===== src/rtl/regfile_rw_if.sv =====
// Register-file port bundle: one write port from writeback, two read ports from decode.
// The master drives requests; the slave (register file) returns read data and the init stall.
interface regfile_rw_if #(
    parameter int DATA_W = 32,
    parameter int ADDR_W = 5
);
    logic              we;
    logic [ADDR_W-1:0] waddr;
    logic [DATA_W-1:0] wdata;
    logic              re1;
    logic [ADDR_W-1:0] raddr1;
    logic [DATA_W-1:0] rdata1;
    logic              re2;
    logic [ADDR_W-1:0] raddr2;
    logic [DATA_W-1:0] rdata2;
    logic              init_busy;

    modport master (
        output we, waddr, wdata, re1, raddr1, re2, raddr2,
        input  rdata1, rdata2, init_busy
    );

    modport slave (
        input  we, waddr, wdata, re1, raddr1, re2, raddr2,
        output rdata1, rdata2, init_busy
    );
endinterface


===== src/rtl/regfile_rw.sv =====
// General-purpose register file: two combinational read ports with write bypass, one write port,
// r0 hard-wired to zero, and a post-reset sweep that zeroes the un-reset storage array.
module regfile_rw #(
    parameter int DATA_W   = 32,
    parameter int ADDR_W   = 5,
    parameter int NUM_REGS = 32
) (
    input logic         clk,
    input logic         rst,
    regfile_rw_if.slave bus
);

    typedef enum logic {
        INIT,
        RUN
    } state_t;

    localparam logic [ADDR_W-1:0] LAST_REG = ADDR_W'(NUM_REGS - 1);
    localparam logic [ADDR_W-1:0] FIRST_REG = ADDR_W'(1);

    state_t            state;
    state_t            state_next;
    logic [ADDR_W-1:0] ptr;
    logic [ADDR_W-1:0] ptr_next;
    logic              sweep_we;
    logic              user_we;
    logic              busy;
    logic              active;

    logic [DATA_W-1:0] mem [NUM_REGS];

    always_ff @(posedge clk) begin
        if (rst) begin
            state <= INIT;
            ptr   <= FIRST_REG;
        end else begin
            state <= state_next;
            ptr   <= ptr_next;
        end
    end

    // The sweep stops on the last register without incrementing, so ptr never wraps to r0.
    always_comb begin
        state_next = state;
        ptr_next   = ptr;
        sweep_we   = 1'b0;
        user_we    = 1'b0;
        busy       = 1'b1;
        case (state)
            INIT: begin
                sweep_we = 1'b1;
                if (ptr == LAST_REG) begin
                    state_next = RUN;
                end else begin
                    ptr_next = ptr + FIRST_REG;
                end
            end
            RUN: begin
                busy    = 1'b0;
                user_we = bus.we && (bus.waddr != '0);
            end
            default: begin
                state_next = INIT;
            end
        endcase
        if (rst) begin
            sweep_we = 1'b0;
            user_we  = 1'b0;
            busy     = 1'b1;
        end
    end

    always_ff @(posedge clk) begin
        if (sweep_we) begin
            mem[ptr] <= '0;
        end else if (user_we) begin
            mem[bus.waddr] <= bus.wdata;
        end
    end

    assign active = !rst && (state == RUN);

    // Read priority: inactive, disabled port and r0 all yield zero before bypass or storage.
    function automatic logic [DATA_W-1:0] read_port(
        input logic              port_active,
        input logic              en,
        input logic [ADDR_W-1:0] addr,
        input logic              wr_en,
        input logic [ADDR_W-1:0] wr_addr,
        input logic [DATA_W-1:0] wr_data,
        input logic [DATA_W-1:0] stored
    );
        logic [DATA_W-1:0] result;
        result = '0;
        if (port_active && en && (addr != '0)) begin
            if (wr_en && (wr_addr == addr)) begin
                result = wr_data;
            end else begin
                result = stored;
            end
        end
        return result;
    endfunction

    always_comb begin
        bus.rdata1 = '0;
        bus.rdata1 = read_port(active, bus.re1, bus.raddr1, bus.we, bus.waddr,
                               bus.wdata, mem[bus.raddr1]);
    end

    always_comb begin
        bus.rdata2 = '0;
        bus.rdata2 = read_port(active, bus.re2, bus.raddr2, bus.we, bus.waddr,
                               bus.wdata, mem[bus.raddr2]);
    end

    assign bus.init_busy = busy;

endmodule

===== src/flat_wrapper.sv =====
// flat-port wrapper written by rule: the top's interface ports become plain ports
module regfile_rw_flat 
#(
    parameter int DATA_W   = 32,
    parameter int ADDR_W   = 5,
    parameter int NUM_REGS = 32
)
  (clk, rst, bus_we, bus_waddr, bus_wdata, bus_re1, bus_raddr1, bus_re2, bus_raddr2, bus_rdata1, bus_rdata2, bus_init_busy);
  regfile_rw_if #(.DATA_W(DATA_W), .ADDR_W(ADDR_W)) bus_i ();
  input logic clk;
  input logic rst;
  input wire logic [$bits(bus_i.we)-1:0] bus_we;
  input wire logic [$bits(bus_i.waddr)-1:0] bus_waddr;
  input wire logic [$bits(bus_i.wdata)-1:0] bus_wdata;
  input wire logic [$bits(bus_i.re1)-1:0] bus_re1;
  input wire logic [$bits(bus_i.raddr1)-1:0] bus_raddr1;
  input wire logic [$bits(bus_i.re2)-1:0] bus_re2;
  input wire logic [$bits(bus_i.raddr2)-1:0] bus_raddr2;
  output wire logic [$bits(bus_i.rdata1)-1:0] bus_rdata1;
  output wire logic [$bits(bus_i.rdata2)-1:0] bus_rdata2;
  output wire logic [$bits(bus_i.init_busy)-1:0] bus_init_busy;
  assign bus_i.we = bus_we;
  assign bus_i.waddr = bus_waddr;
  assign bus_i.wdata = bus_wdata;
  assign bus_i.re1 = bus_re1;
  assign bus_i.raddr1 = bus_raddr1;
  assign bus_i.re2 = bus_re2;
  assign bus_i.raddr2 = bus_raddr2;
  assign bus_rdata1 = bus_i.rdata1;
  assign bus_rdata2 = bus_i.rdata2;
  assign bus_init_busy = bus_i.init_busy;
  regfile_rw #(.DATA_W(DATA_W), .ADDR_W(ADDR_W), .NUM_REGS(NUM_REGS)) u_core (.clk(clk), .rst(rst), .bus(bus_i));
endmodule

===== config.mk =====
export PLATFORM = sky130hd
export DESIGN_NAME = regfile_rw_flat
export DESIGN_NICKNAME = d
export VERILOG_FILES = /design/src/rtl/regfile_rw_if.sv /design/src/rtl/regfile_rw.sv /design/src/flat_wrapper.sv
export SDC_FILE = /design/constraint.sdc
export NUM_CORES = 1
export LEC_CHECK = 0
export CORE_AREA = 5 5 529 270
export DETAILED_ROUTE_END_ITERATION = 8
export DIE_AREA = 0 0 534 275
export HOLD_SLACK_MARGIN = 0.12
export PLACE_DENSITY_LB_ADDON = 0.25
export SETUP_SLACK_MARGIN = 0.5
export SLEW_MARGIN = 25
export SYNTH_ARGS = -nofsm -noshare
export SYNTH_HDL_FRONTEND = slang
export SYNTH_SLANG_ARGS = --single-unit

===== constraint.sdc =====
create_clock -name clk -period 6 [get_ports clk]
set_input_delay 0.9 -clock clk [delete_from_list [all_inputs] [get_ports clk]]
set_output_delay 0.9 -clock clk [all_outputs]
set_load 0.05 [all_outputs]

Word level (Yosys, flattened, before mapping)
Memories as Yosys holds them, arrays and structs flattened.
Index checks and enable logic that the tools add are counted.
Widths: inputs -> output; s select.
{"block": "word_totals", "wordCells": 42, "inputBits": 52, "register_bits": 6, "output_inout_bits": 65, "ram_bits": 1024, "memories": 1}
{"name": "u_core.mem", "depth": 32, "width": 32, "rd": 2, "rd_clocked_by_memory_dff": 0, "wr": 1, "line_no": "regfile_rw.sv:30", "text": "logic [DATA_W-1:0] mem [NUM_REGS];"}
{"block": "classes", "n_eq_ne": 3, "bitwise": 2, "muxes": 19, "addsub": 1, "reduce_logical": 14}
{"operator": "$mux 32", "count": 5}
{"operator": "$reduce_or 32->1", "count": 1}
{"operator": "$reduce_bool 5->1", "count": 3}
{"operator": "$mux 1", "count": 13}
{"operator": "$eq 5x5->1", "count": 2}
{"operator": "$logic_and 1x1->1", "count": 8}
{"operator": "$add 5x1->5 const B", "count": 1}
{"operator": "$eq 5x5->1 const B", "count": 1}
{"operator": "$mux 5", "count": 1}
{"operator": "$not 1->1", "count": 2}
{"operator": "$reduce_and 2->1", "count": 1}
{"operator": "$logic_not 1->1", "count": 1}

Logic depth before layout (Yosys ltp)
{"block": "depth", "ltp_word": 9, "depth_mapped": 10, "mapped_depth_nobuf": 7}

Worst setup path before layout
No wires, ideal clock.
{"block": "synth_timing", "kind": "input to register", "from": "input port rst", "to": "memory u_core.mem[4][0] (enable)", "setup_slack_ns": 1.723, "cell_stages": 8, "setup_time_ns": 0.421, "arrival_time_ns": 3.855, "required_ns": 5.579, "n_path_buf": 2, "path_cell_list": "clkbuf_1 > nor2b_2 > inv_1 > a211oi_1 > buf_2 > a22o_1 > nand2_1 > nor2_1"}
{"block": "synth_between", "elab_chain_len": 6, "elab_cells_between_ends": 10, "classes_between": "mux (9); reduce/logical (1)"}
{"item": "start: declaration", "line_no": "flat_wrapper.sv:11", "text": "input logic rst;"}
{"item": "$mux 1", "line_no": "regfile_rw.sv:66", "text": "if (rst) begin"}
{"item": "$mux 1", "line_no": "regfile_rw.sv:76", "text": "end else if (user_we) begin"}
{"item": "$mux 1", "line_no": "regfile_rw.sv:74", "text": "if (sweep_we) begin"}
{"item": "$mux 1 (not written as such)", "line_no": "regfile_rw.sv:77", "text": "mem[bus.waddr] <= bus.wdata;"}
{"item": "$reduce_or 32->1 (no source line)"}
{"item": "$mux 5 (no source line) or $mux 1 (tied branches)"}
{"item": "end: declaration", "line_no": "regfile_rw.sv:30"}
Parallel ways exist; a longest one is shown, timed or not.

Worst setup path after layout
{"block": "layout_timing", "from": "input port bus_raddr2[3]", "to": "output port bus_rdata2[23]"}
{"block": "layout_between", "elab_chain_len": 4, "elab_cells_between_ends": 7, "classes_between": "eq/ne (1); mux (2); reduce/logical (3); memory (1)"}
{"item": "start: declaration", "line_no": "flat_wrapper.sv:18", "text": "input wire logic [$bits(bus_i.raddr2)-1:0] bus_raddr2;"}
{"item": "parallel branches: the longest is 3 deep, another holds $mem_v2 32x32"}
{"item": "$mux 32 (*)", "line_no": "regfile_rw.sv:95", "text": "if (port_active && en && (addr != '0)) begin"}
{"item": "end: declaration", "line_no": "flat_wrapper.sv:20", "text": "output wire logic [$bits(bus_i.rdata2)-1:0] bus_rdata2;"}
Mark *: on every way between the ends.

==> results.yml <==
min_path:
  hold_class: "register to register"
  min_to: "u_core.ptr[1]"
  whs_path_depth: 2
  hold_start: "u_core.ptr[1]"
route:
  dr.pass1.iters: 6
  drt_wl_total_um: 170000
  drc: 0
  drtAntennaViolNets: 0
  vias_per_cell: 6.40
  drt_iter0_drc: 4062
  drt-wirelength-per-cell_um: 35.8
  vias: 30502
yosys:
  synth_nets: 2800
  synthCells: 2746
  synth_cell_types: 52
  synth-seq-cells: 1030
  synth_seq_area_share: 0.629
  synth_edf_count: 1024
  avgSynthCellArea_um2: 17.9
  synthArstFlopShare: 0
  synth-warning-count: 0
  synth-main-ff-cell: "edfxtp_1"
  syn-cell-area_um2: 49100
cts:
  clockBufferDepth: 3
  cts_setup_buffers: 0
  clockRootBuffer: "clkbuf_16"
  clk-insertion-delay-late_ps: 700
  clk_pin_slew_worst_paths_ps: 60
  numCtsBuffers: 94
  cts_tree: "built"
  ctsHoldBuffers: 0
  htree_levels: 3
  cts_resized: 0
  cts_sinks: 1030
final_layout:
  nets: 2912
  multi_input_area_um2: 17400
  fill_cells: 12210
  n_antenna_cell: 0
  syn2layout_area_growth_pct: 14.7
  seqCellArea_um2: 30900
  layout-drive-gt1-share: 0.292
  fin_cells: 4766
sta:
  rsz0062_at_grt: "no"
  period_share: 0.854
  fin_crit_ps: 5120
  hold_viol: 0
  worst_pin_slew_ps: 1170
  slew_headroom: 0.215
  finalSetupViolCount: 0
  slew_viol_final: 0
  final.setup.tns_ps: 0
  fmaxAchievable_mhz: 195
  fin_skew_ps: 21.8
worst_setup_path:
  r2r_end: "u_core.mem[12][3]"
  reg2reg_from: "u_core.state"
  arrival_ps: 4220
  crit_slowest_cell: "clkdlybuf4s50_1"
  r2r_slack_ps: 2020
  cp.depth: 9
  cp_top_family: "buffers and inverters"
  path_cells: "clkdlybuf4s50_1 -> or4_1 -> o211ai_1 -> nor2_1 -> nand2_2 -> buf_4 -> a211oi_1 -> a211o_1 -> clkdlybuf4s50_1"
  cp-end-kind: "output pin"
  cp.required_ps: 5100
  crit_top_cell: "clkdlybuf4s50_1"
  r2r_cells: 8
  crit_fanout: 10
  crit_type: "primary input to output pin"
  worst-path-buf-inv: 3
  cp_slowest_stage_delay_ps: 720
  cp-start-kind: "primary input"
grt:
  grt_max_degree: 110
  grt_pass1_vias: 30216
  antenna_found_initial: 5
  met3_usage: 0.0644
  grt_util_met1: 0.332
  grt_overflow: 0
  use_met2: 0.332
  grt_pass1_wl_um: 237000
  top_usage_layer: "met1"
  grtUsageTotal: 0.228
placed_design:
  place.gp.congestion: 0.800
  portBuffers: 116
  hpwl_um: 97300
  place_inst: 4592
die:
  core_um2: 138000
  std_cell_rows: 97
  num_io_pins: 117
  chipWidth_um: 534
  die-area_um2: 147000
  start_util: 0.355
  die_h_um: 275
job:
  maxCapViolCount: 0
power:
  max-vdd-ir-drop_mv: 0.234
  p_leak_nw: 16.3
  pwr_density_cell_nw_per_um2: 271
run_status:
  status: "finished clean"
placed cells by master (no fill, tap or decap), types with 4 or more instances in the layout:
cell type | Yosys | final
nor3_1 | 5 | 5
buf_16 | 0 | 5
a221oi_1 | 31 | 31
nor2b_1 | 97 | 95
edfxtp_1 | 1024 | 1024
bufinv_16 | 0 | 12
dfxtp_1 | 6 | 6
mux4_2 | 413 | 413
clkbuf_16 | 0 | 95
a211o_1 | 30 | 30
nand3_1 | 53 | 52
mux2i_1 | 203 | 203
o22ai_1 | 31 | 31
clkdlybuf4s50_1 | 0 | 74
buf_4 | 32 | 124
nand2_1 | 105 | 102
clkbuf_1 | 109 | 11
nor2_4 | 0 | 34
o221ai_1 | 30 | 30
and2_1 | 35 | 14
mux2_2 | 62 | 62
xor2_1 | 12 | 12
clkinv_8 | 0 | 4
nor2_1 | 55 | 21
buf_12 | 0 | 35
o31ai_1 | 30 | 29
inv_1 | 7 | 6
a211oi_1 | 152 | 151
clkinv_2 | 0 | 17
buf_8 | 0 | 5
a22oi_1 | 10 | 10
a21oi_1 | 46 | 46
clkinv_1 | 1 | 27
and2_2 | 0 | 21
o21ai_0 | 36 | 36
Yosys cell counts (all sizes together) (31+ instances only):
| library cell | count | area, um^2 |
|---|---|---|
| edfxtp | 1024 | 30700 |
| mux4 | 413 | 9300 |
| mux2i | 203 | 2030 |
| a211oi | 152 | 1140 |
| buf | 123 | 764 |
| clkbuf | 109 | 409 |
| nand2 | 105 | 394 |
| nor2b | 98 | 616 |
| mux2 | 62 | 698 |
| nor2 | 55 | 206 |
| nand3 | 53 | 265 |
| a21oi | 46 | 230 |
| o21ai | 39 | 195 |
| and2 | 35 | 219 |
| a221oi | 31 | 272 |
| o22ai | 31 | 194 |
worst max path at each step:
stage                             start          endpoint  slack, ps
after detailed placement  bus_raddr2[3]    bus_rdata2[20]        900
after CTS                 bus_raddr2[3]    bus_rdata2[20]        900
after global placement    bus_raddr2[3]    bus_rdata2[20]        860
after floorplan                     rst  u_core.mem[4][0]       1720
final                     bus_raddr2[3]    bus_rdata2[23]        880
after global routing                rst    bus_rdata2[29]        760
area by class of cell:
type	instances	share of cell area
multi-input cells	1476	0.308
clock inverters	67	0.0122
inverters	8	0.000533
well taps	1831	0.0407
repair buffers	248	0.0469
flip-flops and latches	1030	0.548
clock buffers	106	0.0430
metal layers:
layer | vias to the layer above | routed length, um
li1 | 11842 | -
met1 | 16318 | 72700
met2 | 1991 | 73200
met3 | 345 | 18600
met4 | 6 | 5840
met5 | - | 45
registers in the layout (all words and copies together), names as in the netlist:
name          flops
u_core.mem     1024
u_core.ptr        5
u_core.state      1
power by group:
group | switching [W] | leakage, nW | internal [W]
sequential | 0.0000361 | 8.01 | 0.00787
combinational | 0.000666 | 6.81 | 0.000436
clock | 0.00284 | 1.52 | 0.00344
total | 0.00354 | 16.3 | 0.0117
logic make-up after synthesis:
group	Yosys count	share of synthesized area
buffers and inverters	240	0.0245
AOI/OAI and AO/OA	415	0.0607
xor gates and xnor gates	13	0.00232
and+or+nand+nor	368	0.0376
adders and majority gates	2	0.000510
DFF	1030	0.629
muxes	678	0.245
stage by stage:
step	util	worst slack, ps	hold slack [ps]	power, W	cell area, um^2
floorplan	-	1720	504	0.00875	49100
global placement	0.383	855	541	0.00914	52900
detailed placement	0.384	902	558	0.00915	53100
CTS	0.407	895	571	0.0154	56200
global route	0.407	764	622	0.0157	56300
finish	0.407	877	590	0.0153	56300
tightest hold or removal path, stage by stage (launching register included):
cell	delay (ps)
dfxtp_1	380
o21ai_0	100
a21oi_1	70
Power figures use the tool's default switching activity.
